**config.mk**
```make
export PLATFORM = sky130hd
export DESIGN_NAME = miriscv_mult_seq_flat
export DESIGN_NICKNAME = d
export VERILOG_FILES = /design/src/rtl/miriscv_mult_seq_if.sv /design/src/rtl/miriscv_mult_seq.sv /design/src/flat_wrapper.sv
export SDC_FILE = /design/constraint.sdc
export NUM_CORES = 1
export LEC_CHECK = 0
export CAP_MARGIN = 20
export CORE_MARGIN = 2
export CORE_UTILIZATION = 45
export CTS_CLUSTER_DIAMETER = 50
export DETAILED_ROUTE_END_ITERATION = 6
export PLACE_DENSITY = 0.74
export SETUP_SLACK_MARGIN = 0.15
export SKIP_CTS_REPAIR_TIMING = 1
export SLEW_MARGIN = 25
export SYNTH_ARGS = -nofsm -noshare
export SYNTH_HDL_FRONTEND = slang
export SYNTH_SLANG_ARGS = --single-unit
```
**constraint.sdc**
```tcl
create_clock -name clk_i -period 17.75 [get_ports clk_i]
set_input_delay 3.55 -clock clk_i [delete_from_list [all_inputs] [get_ports clk_i]]
set_output_delay 3.55 -clock clk_i [all_outputs]
set_load 0.05 [all_outputs]
```
**src/rtl/miriscv_mult_seq_if.sv**
```systemverilog
// Request/response bundle between miriscv_mdu (master) and the iterative multiplier (slave).
interface miriscv_mult_seq_if #(
    parameter int unsigned XLEN = 32
);
    logic                req_i;
    logic [XLEN:0]       ai_i;
    logic [XLEN:0]       bi_i;
    logic                zf_i;
    logic [2*XLEN-1:0]   r_o;
    logic                rdy_o;

    modport master (output req_i, ai_i, bi_i, zf_i, input r_o, rdy_o);
    modport slave  (input req_i, ai_i, bi_i, zf_i, output r_o, rdy_o);
endinterface

```
**src/rtl/miriscv_mult_seq.sv**
```systemverilog
// Iterative signed/unsigned multiplier, BITS_PER_CYCLE multiplier bits per cycle.
// Optional MIRISCV_MULT_EARLY_TERM_EN: leave BUSY as soon as the remaining multiplier bits are zero.
module miriscv_mult_seq #(
    parameter int unsigned XLEN           = 32,
    parameter int unsigned BITS_PER_CYCLE = 2
) (
    input  logic                clk_i,
    input  logic                rst_i,
    miriscv_mult_seq_if.slave   bus
);

    localparam int unsigned N  = XLEN / BITS_PER_CYCLE;
    localparam int unsigned CW = $clog2(N + 1);

    typedef enum logic [1:0] {
        IDLE,
        BUSY,
        DONE
    } state_e;

    state_e              state_q, state_d;
    logic [CW-1:0]       cnt_q, cnt_d;
    logic [2*XLEN-1:0]   mcand_q, mcand_d;
    logic [XLEN-1:0]     mag_b_q, mag_b_d;
    logic                neg_q, neg_d;
    logic [2*XLEN-1:0]   acc_q, acc_d;
    logic [2*XLEN-1:0]   result_q, result_d;

    logic [XLEN-1:0]     mag_a;
    logic [XLEN-1:0]     mag_b;
    logic [XLEN-1:0]     mag_b_shr;
    logic [2*XLEN-1:0]   pp;
    logic [2*XLEN-1:0]   acc_sum;
    logic                last;
    logic                rdy;
    logic [2*XLEN-1:0]   r;

    always_ff @(posedge clk_i) begin
        if (rst_i) begin
            state_q  <= IDLE;
            cnt_q    <= '0;
            mcand_q  <= '0;
            mag_b_q  <= '0;
            neg_q    <= 1'b0;
            acc_q    <= '0;
            result_q <= '0;
        end else begin
            state_q  <= state_d;
            cnt_q    <= cnt_d;
            mcand_q  <= mcand_d;
            mag_b_q  <= mag_b_d;
            neg_q    <= neg_d;
            acc_q    <= acc_d;
            result_q <= result_d;
        end
    end

    always_comb begin
        mag_a = bus.ai_i[XLEN] ? (~bus.ai_i[XLEN-1:0] + XLEN'(1)) : bus.ai_i[XLEN-1:0];
        mag_b = bus.bi_i[XLEN] ? (~bus.bi_i[XLEN-1:0] + XLEN'(1)) : bus.bi_i[XLEN-1:0];

        // The multiplicand is kept pre-shifted, so the running shift amount needs no register.
        pp = '0;
        for (int unsigned j = 0; j < BITS_PER_CYCLE; j++) begin
            if (mag_b_q[j]) pp = pp + (mcand_q << j);
        end
        acc_sum   = acc_q + pp;
        mag_b_shr = mag_b_q >> BITS_PER_CYCLE;

`ifdef MIRISCV_MULT_EARLY_TERM_EN
        last = (cnt_q == CW'(1)) || (mag_b_shr == '0);
`else
        last = (cnt_q == CW'(1));
`endif

        state_d  = state_q;
        cnt_d    = cnt_q;
        mcand_d  = mcand_q;
        mag_b_d  = mag_b_q;
        neg_d    = neg_q;
        acc_d    = acc_q;
        result_d = result_q;
        rdy      = 1'b0;
        r        = '0;

        case (state_q)
            IDLE: begin
                if (bus.req_i) begin
                    if (bus.zf_i) begin
                        rdy = 1'b1;
                    end else begin
                        mcand_d = (2*XLEN)'(mag_a);
                        mag_b_d = mag_b;
                        neg_d   = bus.ai_i[XLEN] ^ bus.bi_i[XLEN];
                        acc_d   = '0;
                        cnt_d   = CW'(N);
                        state_d = BUSY;
                    end
                end
            end
            BUSY: begin
                if (!bus.req_i) begin
                    acc_d   = '0;
                    cnt_d   = '0;
                    state_d = IDLE;
                end else begin
                    acc_d   = acc_sum;
                    mcand_d = mcand_q << BITS_PER_CYCLE;
                    mag_b_d = mag_b_shr;
                    cnt_d   = cnt_q - CW'(1);
                    if (last) begin
                        result_d = neg_q ? -acc_sum : acc_sum;
                        state_d  = DONE;
                    end
                end
            end
            DONE: begin
                rdy     = bus.req_i;
                r       = bus.req_i ? result_q : '0;
                state_d = IDLE;
            end
            default: state_d = IDLE;
        endcase
    end

    assign bus.rdy_o = rdy;
    assign bus.r_o   = r;

endmodule

```
**src/flat_wrapper.sv**
```systemverilog
// flat-port wrapper written by rule: the top's interface ports become plain ports
module miriscv_mult_seq_flat 
#(
    parameter int unsigned XLEN           = 32,
    parameter int unsigned BITS_PER_CYCLE = 2
)
  (clk_i, rst_i, bus_req_i, bus_ai_i, bus_bi_i, bus_zf_i, bus_r_o, bus_rdy_o);
  miriscv_mult_seq_if #(.XLEN(XLEN)) bus_i ();
  input  logic clk_i;
  input  logic rst_i;
  input wire logic [$bits(bus_i.req_i)-1:0] bus_req_i;
  input wire logic [$bits(bus_i.ai_i)-1:0] bus_ai_i;
  input wire logic [$bits(bus_i.bi_i)-1:0] bus_bi_i;
  input wire logic [$bits(bus_i.zf_i)-1:0] bus_zf_i;
  output wire logic [$bits(bus_i.r_o)-1:0] bus_r_o;
  output wire logic [$bits(bus_i.rdy_o)-1:0] bus_rdy_o;
  assign bus_i.req_i = bus_req_i;
  assign bus_i.ai_i = bus_ai_i;
  assign bus_i.bi_i = bus_bi_i;
  assign bus_i.zf_i = bus_zf_i;
  assign bus_r_o = bus_i.r_o;
  assign bus_rdy_o = bus_i.rdy_o;
  miriscv_mult_seq #(.XLEN(XLEN), .BITS_PER_CYCLE(BITS_PER_CYCLE)) u_core (.clk_i(clk_i), .rst_i(rst_i), .bus(bus_i));
endmodule
```
After elaboration in Yosys (flattened, before gate mapping)
Cells that the tools add are included.
Storage, ports and cells
  flip-flop bits (word level): 232
  bits of input ports: 70
  output and inout port bits: 65
  logic and storage cells: 62
Operators by class
  add/sub/neg operators: 6
  eq/ne operators: 7
  multiplexer cells: 31
  bitwise gates (word level): 4
  reduce and logical (&&, ||, !) cells: 7
Operators with widths (count)
  $mux 64: 11
  $pmux 64 s2: 2
  $mux 32: 5
  $add 64x64->64: 2
  $add 32x1->32 const B: 2
  $neg 64->64: 1
  $not 32->32: 2
  $pmux 32 s2: 1
  $mux 5: 3
  $reduce_and 3->1: 4
  $pmux 5 s2: 1
  $mux 2: 4
  $ne 2x2->1 const B: 3
  $eq 5x1->1 const B: 1
  $sub 5x1->5 const B: 1
  $pmux 2 s2: 1
  $reduce_and 4->1: 1
  $ne 3x2->1 const B: 1
  $eq 2x1->1 const B: 1
  $eq 2x2->1 const B: 1
  $logic_not 2->1: 1
  $mux 1: 2
  $pmux 1 s2: 1
  $reduce_bool 2->1: 1
  other kinds (2): 2

Depth between registers and ports, before layout
Gate-level depths: netlist of run 1.
  depth after elaboration: 6
  gate-level depth with buffers: 40
  mapped depth without buffers: 30

Least setup slack after synthesis of run 1
No wires, ideal clock.
  path type: reg-to-reg
  start point: register u_core.mag_b_q[0]
  end point: register u_core.result_q[60]
  library setup time: 86 ps
  data arrival time: 8947 ps
  data required time: 17664 ps
  setup slack: 8718 ps
  stages on the path, launching flop included: 38
  buffers on the path: 9
  period minus slack after synthesis: 9032 ps
  cells stage by stage: dfxtp_1 clkbuf_1 clkbuf_1 clkbuf_1 clkbuf_1 clkbuf_1 clkbuf_1 clkbuf_1 clkbuf_1 clkbuf_1 nand2_1 inv_1 ha_1 inv_1 fa_1 nor2b_1 nand4_1 a221oi_1 [... 2 more ...] or2_2 o311ai_0 xnor2_1 mux2_2 ha_1 nand2_1 nor3_1 a21oi_1 a31o_2 a32o_1 a31oi_1 a31oi_1 xnor2_1 or4_1 nor3_2 a41oi_1 xnor2_1 a211oi_1
Between the ends
  longest elaborated chain between the ends: 6
RTL lines
  from (decl): line miriscv_mult_seq.sv:24  | logic [XLEN-1:0] mag_b_q, mag_b_d;
  from (signal assigned): line miriscv_mult_seq.sv:51  | mag_b_q <= mag_b_d;
  $mux 64 (*): line miriscv_mult_seq.sv:65  | if (mag_b_q[j]) pp = pp + (mcand_q << j);
  $add 64x64->64: line miriscv_mult_seq.sv:65
  $mux 64 (*): line miriscv_mult_seq.sv:65
  $add 64x64->64 (*): line miriscv_mult_seq.sv:67  | acc_sum = acc_q + pp;
  $neg 64->64: line miriscv_mult_seq.sv:112  | result_d = neg_q ? -acc_sum : acc_sum;
  $mux 64 (*): line miriscv_mult_seq.sv:112
  to (signal assigned): line miriscv_mult_seq.sv:54  | result_q <= result_d;
  to (decl): line miriscv_mult_seq.sv:27  | logic [2*XLEN-1:0] result_q, result_d;
Mark *: on every way between the ends. The rest lies on a longest branch, timed or not.
A chain may end at the register's enable or synchronous reset.

Final worst setup path of run 1
  start point: input bus_req_i
  end point: output bus_r_o[3]
Between the ends
  longest elaborated chain between the ends: 2
RTL lines
  from (decl): line flat_wrapper.sv:11  | input wire logic [$bits(bus_i.req_i)-1:0] bus_req_i;
  $mux 64: line miriscv_mult_seq.sv:119  | r = bus.req_i ? result_q : '0;
  $mux 64: line miriscv_mult_seq.sv:86  | case (state_q)
  to (decl): line flat_wrapper.sv:15  | output wire logic [$bits(bus_i.r_o)-1:0] bus_r_o;
No other way between the ends.

==> summary.txt, run 1 <==
Result of the run: finished clean
FFs w/ async S/R, synth: 0
Core Box Area: 0.0475 mm²
Post-synth EDFFs: 0
Initial antenna violation count: 0
Sequential cell area in the final layout: 0.00465 mm²
Filler cell count in the final layout: 4647
Yosys Warn Count: 0
Via count: 21496
Synth area leaders: sky130_fd_sc_hd__dfxtp_1, sky130_fd_sc_hd__nor2_1, sky130_fd_sc_hd__xor2_1
Unrepaired setup endpoints after global routing: false
Peak supply drop: 0.0587 mV
Post-Syn Instances: 2977
Arrival time reported for the critical path endpoint: 5990 ps
Remaining routing DRC violations: 0
Final count of pins violating max slew: 0
Maximum clock frequency: 0.105 GHz
Flop2flop setup slack: 8780 ps
Area grow syn2layout: 11.6%
Most used standard cell by instance count after synthesis: sky130_fd_sc_hd__nor2_1
Aggregate negative setup slack: 0 ps
Overall power: 1.43 mW
Clock-pin slew on the worst setup and hold paths: 60 ps
Worst skew pair latency: 580 ps
Max-cap check violation count: 0
CTS tree: built
Share of cells above drive strength 1: 0.0583
Crit path required time: 14200 ps
Startpoint Class: input port
Total count of hold-check failures in the final report: 0
Type of destination of the critical path: primary output
Path type of the worst setup path: in2out
Largest net degree at the start of global routing: 112
Worst slew slack as a fraction of its limit: 0.339
Primary FF master, synth: sky130_fd_sc_hd__dfxtp_1
Ant diodes: 0
Overall die height: 223 µm
Final weighted congestion of routability-driven global placement: 0.925
Routed wire per std cell: 17.5 µm
Most common library cells after synthesis: sky130_fd_sc_hd__nor2_1, sky130_fd_sc_hd__a21oi_1, sky130_fd_sc_hd__nand2_1
H-tree levels: 1
Number of iterations in the first detailed-routing pass: 5
Inserted Clock Buffers: 31
Transition time at the pin with the least slew margin: 990 ps
Root buffer cell: sky130_fd_sc_hd__clkbuf_16
Total of flip-flops plus latches after synthesis: 232
Die X-Extent: 223 µm
Global route total overflow: 0
Buffers from clock root to sink, at most: 3
Initial DRC count: 1951
Area of the multi-input gates: 0.0159 mm²
Leak: 9.25 nW
Vias in the first global route: 19730
Starting utilization of the core area: 0.453
Post-Synthesis Cell Area: 0.0216 mm²
Detail-routed via count per cell: 6.00
Sum of routed wire length over all layers: 62600 µm
Kind of path behind the tightest hold check: reg2reg
Min cycle time layout: 9540 ps
Setup-failing EPs final: 0
Row count: 80
Wire length of the first global-routing pass: 101000 µm
Setup skew after layout: 11.7 ps
Total Die Area: 0.0497 mm²
Hold WS: 454 ps
ANT nets after route: 0
Net Count, Synth: 3157
Total power density per cell area: 59.4 mW/mm²
Maximum fanout along the worst path: 64
Top cell type's share of synthesized area: 0.215
Sinks on Clock Net: 232
Cell taking the most area after synthesis: sky130_fd_sc_hd__dfxtp_1
Mean Syn Cell Area: 7.24 µm²
IO buf count: 134
Post-synthesis sequential area ratio: 0.215
I/O pin count: 135
Placed wire-length estimate: 46600 µm
Global Route Usage Sum: 0.244
Share of the clock period used by the worst path after layout: 0.537
Final #Nets: 3124
Synth cell types: 104
metrics by stage:
| stage | worst slack [ps] | instances | util | cell area, µm² |
|---|---|---|---|---|
| after global placement | 8310 | 3526 | 0.484 | 23000 |
| after global routing | 8090 | 3584 | 0.506 | 24100 |
| after CTS | 8220 | 3584 | 0.506 | 24000 |
| after detailed placement | 8220 | 3526 | 0.484 | 23000 |
| after floorplan | 8720 | 2977 | - | 21600 |
| final | 8210 | 3584 | 0.506 | 24100 |
where the power goes:
group / switching, mW / total [mW] / internal, mW
sequential: 0.0281 / 0.561 / 0.533
clock: 0.261 / 0.643 / 0.383
combinational: 0.141 / 0.226 / 0.0855
flip-flops by register name (all words and copies together) (netlist names):
signal / flops
u_core.mcand_q: 64
u_core.result_q: 64
u_core.state_q: 2
u_core.neg_q: 1
u_core.cnt_q: 5
u_core.acc_q: 64
u_core.mag_b_q: 32
cell usage in the layout, fill, tap and decap left out, types with 19 or more instances in the layout:
| cell | n |
|---|---|
| sky130_fd_sc_hd__nor2_1 | 415 |
| sky130_fd_sc_hd__a21oi_1 | 244 |
| sky130_fd_sc_hd__nand2_1 | 242 |
| sky130_fd_sc_hd__dfxtp_1 | 229 |
| sky130_fd_sc_hd__xor2_1 | 155 |
| sky130_fd_sc_hd__o21ai_0 | 145 |
| sky130_fd_sc_hd__clkdlybuf4s50_1 | 132 |
| sky130_fd_sc_hd__a211oi_1 | 129 |
| sky130_fd_sc_hd__and2_1 | 110 |
| sky130_fd_sc_hd__ha_1 | 108 |
| sky130_fd_sc_hd__a22oi_1 | 100 |
| sky130_fd_sc_hd__xnor2_1 | 86 |
| sky130_fd_sc_hd__a21o_1 | 57 |
| sky130_fd_sc_hd__nor3_1 | 56 |
| sky130_fd_sc_hd__inv_1 | 53 |
| sky130_fd_sc_hd__o31ai_1 | 42 |
| sky130_fd_sc_hd__nand3_1 | 38 |
| sky130_fd_sc_hd__nor2b_1 | 36 |
| sky130_fd_sc_hd__nand4_1 | 34 |
| sky130_fd_sc_hd__clkbuf_16 | 32 |
| sky130_fd_sc_hd__or3_1 | 30 |
| sky130_fd_sc_hd__nand2b_1 | 24 |
| sky130_fd_sc_hd__mux2_2 | 22 |
| sky130_fd_sc_hd__or2_2 | 19 |
| sky130_fd_sc_hd__or4_1 | 19 |
| sky130_fd_sc_hd__nor4_1 | 19 |
worst max-delay path, stage by stage:
cell	delay [ps]
sky130_fd_sc_hd__clkdlybuf4s50_1	610
sky130_fd_sc_hd__nand2b_1	180
sky130_fd_sc_hd__nor2_4	100
sky130_fd_sc_hd__buf_4	420
sky130_fd_sc_hd__and2_1	220
sky130_fd_sc_hd__clkdlybuf4s50_1	820
final timing paths:
| check | start | endpoint | depth (start not counted) |
|---|---|---|---|
| setup / recovery | bus_req_i | bus_r_o[3] | 6 |
| hold / removal | u_core.result_q[0] | u_core.result_q[0] | 2 |
| setup reg to reg | u_core.mag_b_q[0] | u_core.result_q[63] | 27 |
| hold reg to reg | u_core.result_q[0] | u_core.result_q[0] | 2 |
per-layer routing:
layer	vias to the layer above	track usage	part of all wire
li1	10768	-	-
met1	9994	0.354	0.48
met2	651	0.376	0.43
met3	83	0.0360	0.070
met4	0	0.0652	0.021
met5	-	0	0
logic make-up after synthesis:
group                      Yosys count  synth area share
xor gates and xnor gates           241            0.0979
and+or+nand+nor                   1145             0.263
DFF                                232             0.215
AOI/OAI and AO/OA                  945             0.294
buffers and inverters              271            0.0493
muxes                               33            0.0166
adders and majority gates          110            0.0645
cell type report:
cell class                 instances  share of cell area
clock inverter                    20             0.00931
sequential                       232               0.193
timing repair buffer             151              0.0612
clock buffer                      38              0.0346
tap                              615              0.0320
inverter                          54             0.00842
multi-input combinational       2474               0.661
Note: power is estimated with default switching activity, not from simulation.
==> inputs of run 2 (changes only) <==
clock period = 9.6 ns   (was 17.75 ns; I/O delays follow)
==> run 2 against run 1 <==
Net effect:
- sequential power increased by 85%
- worst hold slack got worse by 4.2 ps
- core utilization increased by 0.37 points
- global-route usage increased by 0.87 points
- design area increased by 0.73%
- first-iteration DRC count increased by 2.1%
- sequential share of layout area decreased by 0.14 points
- clock skew increased by 8.0 ps
- non-clock buffer count increased by 6
- count of clock-buffer cells in the layout increased by 9
- critical path type is now reg2reg
- largest cell class unchanged
==> summary.txt, run 2 (synthesized netlist as in run 1, its figures left out) <==
Global Route Usage Sum: 0.253 (+0.00871)
Root buffer cell: sky130_fd_sc_hd__clkbuf_16
Leading cell type in the layout, fill and taps excluded: sky130_fd_sc_hd__nor2_1
Placed wire-length estimate: 48600 µm (+4.1%)
Maximum clock frequency: 0.119 GHz
Initial DRC count: 1992 (+2.1%)
IO buf count: 134 (unchanged)
Final count of pins violating max slew: 0 (unchanged)
Overall die height: 223 µm (unchanged)
Peak supply drop: 0.0949 mV (+62%)
Global route total overflow: 0 (unchanged)
Setup crit start: u_core.mag_b_q[0]
Inserted Clock Buffers: 36 (+16%)
Delay-heaviest family, CP: simple AND/OR/NAND/NOR gates
Initial antenna violation count: 0 (unchanged)
Sinks on Clock Net: 232 (unchanged)
Largest net degree at the start of global routing: 112 (unchanged)
Result of the run: finished clean
Most used cell, CP: sky130_fd_sc_hd__xnor2_1
Type of destination of the critical path: register
Final Cell Area: 0.0242 mm² (+0.73%)
Hold path startpoint: u_core.result_q[18]
Hold WS: 450 ps (-4.23 ps)
Core occupancy in the finished layout: 0.510 (+0.00371)
Row count: 80 (unchanged)
Aggregate negative setup slack: 0 ps (unchanged)
Max-cap check violation count: 0 (unchanged)
Ant diodes: 0 (unchanged)
Min cycle time layout: 8430 ps
Leak: 9.33 nW (+0.89%)
Overall power: 2.76 mW (+93%)
Kind of path behind the tightest hold check: reg2reg
Core Box Area: 0.0475 mm² (unchanged)
Worst Setup Slack post-DPL: 1290 ps (-6930 ps)
Share of the clock period used by the worst path after layout: 0.878
Slack of the critical path: 1170 ps (-7040 ps)
Routed wire per std cell: 18.0 µm (+3.2%)
Buffers from clock root to sink, at most: 3 (unchanged)
Largest incremental delay on the critical path: 660 ps (-160 ps)
Total number of cells along the worst setup path: 28 (+22)
Area grow syn2layout: 12.4%
Clock-pin slew on the worst setup and hold paths: 60 ps (about the same)
Wire length of the first global-routing pass: 104000 µm (+2.6%)
Via count: 21741 (+1.1%)
Number of cell instances on the worst register-to-register path: 28 (+3.7%)
Share of cells above drive strength 1: 0.0617 (+0.00346)
Final weighted congestion of routability-driven global placement: 0.921 (-0.48%)
Worst slew slack as a fraction of its limit: 0.282 (-0.0578)
CTS tree: built
Maximum fanout along the worst path: 36 (-44%)
Arrival time reported for the critical path endpoint: 8880 ps (+2890 ps)
Total power density per cell area: 114 mW/mm² (+92%)
Number of buffers and inverters on the critical path: 2 (-1)
Worst skew pair latency: 540 ps (-40 ps)
Number of standard cells in the final layout excluding fillers: 3596 (+0.33%)
Vias in the first global route: 19849 (+0.60%)
Top Registers: u_core.acc_q x64, u_core.mcand_q x64, u_core.result_q x64
Crit path required time: 10060 ps (-4140 ps)
Transition time at the pin with the least slew margin: 1080 ps (+87.8 ps)
Slowest cell on the critical path: sky130_fd_sc_hd__a221oi_1
Unrepaired setup endpoints after global routing: false
Number of iterations in the first detailed-routing pass: 5 (unchanged)
Cell total after placement: 3532 (+0.17%)
Starting utilization of the core area: 0.453 (unchanged)
Sum of routed wire length over all layers: 64800 µm (+3.5%)
Most frequent cells in the layout: sky130_fd_sc_hd__nor2_1, sky130_fd_sc_hd__a21oi_1, sky130_fd_sc_hd__nand2_1, sky130_fd_sc_hd__dfxtp_1, sky130_fd_sc_hd__xor2_1
ANT nets after route: 0 (unchanged)
H-tree levels: 2 (+1)
Final #Nets: 3135 (+0.35%)
Startpoint Class: register
Total count of hold-check failures in the final report: 0 (unchanged)
Detail-routed via count per cell: 6.05 (+0.80%)
Setup-failing EPs final: 0 (unchanged)
Setup skew after layout: 19.8 ps (+8.03 ps)
Path type of the worst setup path: reg2reg
Worst R2R Start: u_core.mag_b_q[0]
Standard cell area after detailed placement: 0.0230 mm² (+0.25%)
Die X-Extent: 223 µm (unchanged)
I/O pin count: 135 (unchanged)
Total Die Area: 0.0497 mm² (unchanged)
Remaining routing DRC violations: 0 (unchanged)
Depth of the worst hold-timing path: 2 (unchanged)
run 2: changes by cell type in the layout (fill, tap and decap cells not counted), sizes merged:
cell / delta
clkbuf: +9
buf: +6
inv: -2
bufinv: -1
clkinv: -1
clkinvlp: +1
run 2: cell type report:
type | count | area, µm²
clock inverters | 17 | 180
fillers | 4609 | 23300
clock buffers | 47 | 1000
inverters | 54 | 203
multi-input cells | 2474 | 15900
repair buffers | 157 | 1520
well taps | 615 | 769
flip-flops and latches | 232 | 4650
run 2: power by group:
| part | leakage (nW) | total [mW] | switching [mW] | internal, mW |
|---|---|---|---|---|
| clock | 0.566 | 1.30 | 0.500 | 0.800 |
| combinational | 6.88 | 0.421 | 0.262 | 0.159 |
| sequential | 1.88 | 1.04 | 0.0523 | 0.986 |
| total | 9.33 | 2.76 | 0.815 | 1.95 |
run 2: per-layer routing:
| metal | global-route usage | wire length, µm |
|---|---|---|
| met1 | 0.371 | 31800 |
| met5 | 0 | 0 |
| met3 | 0.0269 | 3880 |
| met2 | 0.396 | 28100 |
| met4 | 0.0611 | 1060 |
run 2: final timing paths:
path | end | slack (ps)
min | u_core.result_q[18] | 450
max reg2reg | u_core.result_q[60] | 1170
max | u_core.result_q[60] | 1170
min reg2reg | u_core.result_q[18] | 450
run 2: worst min-delay path: cells and delay by family, from the launching register on:
family	cells	cell delay, ps
flops	1	300
simple gates	1	50
compound gates	1	50
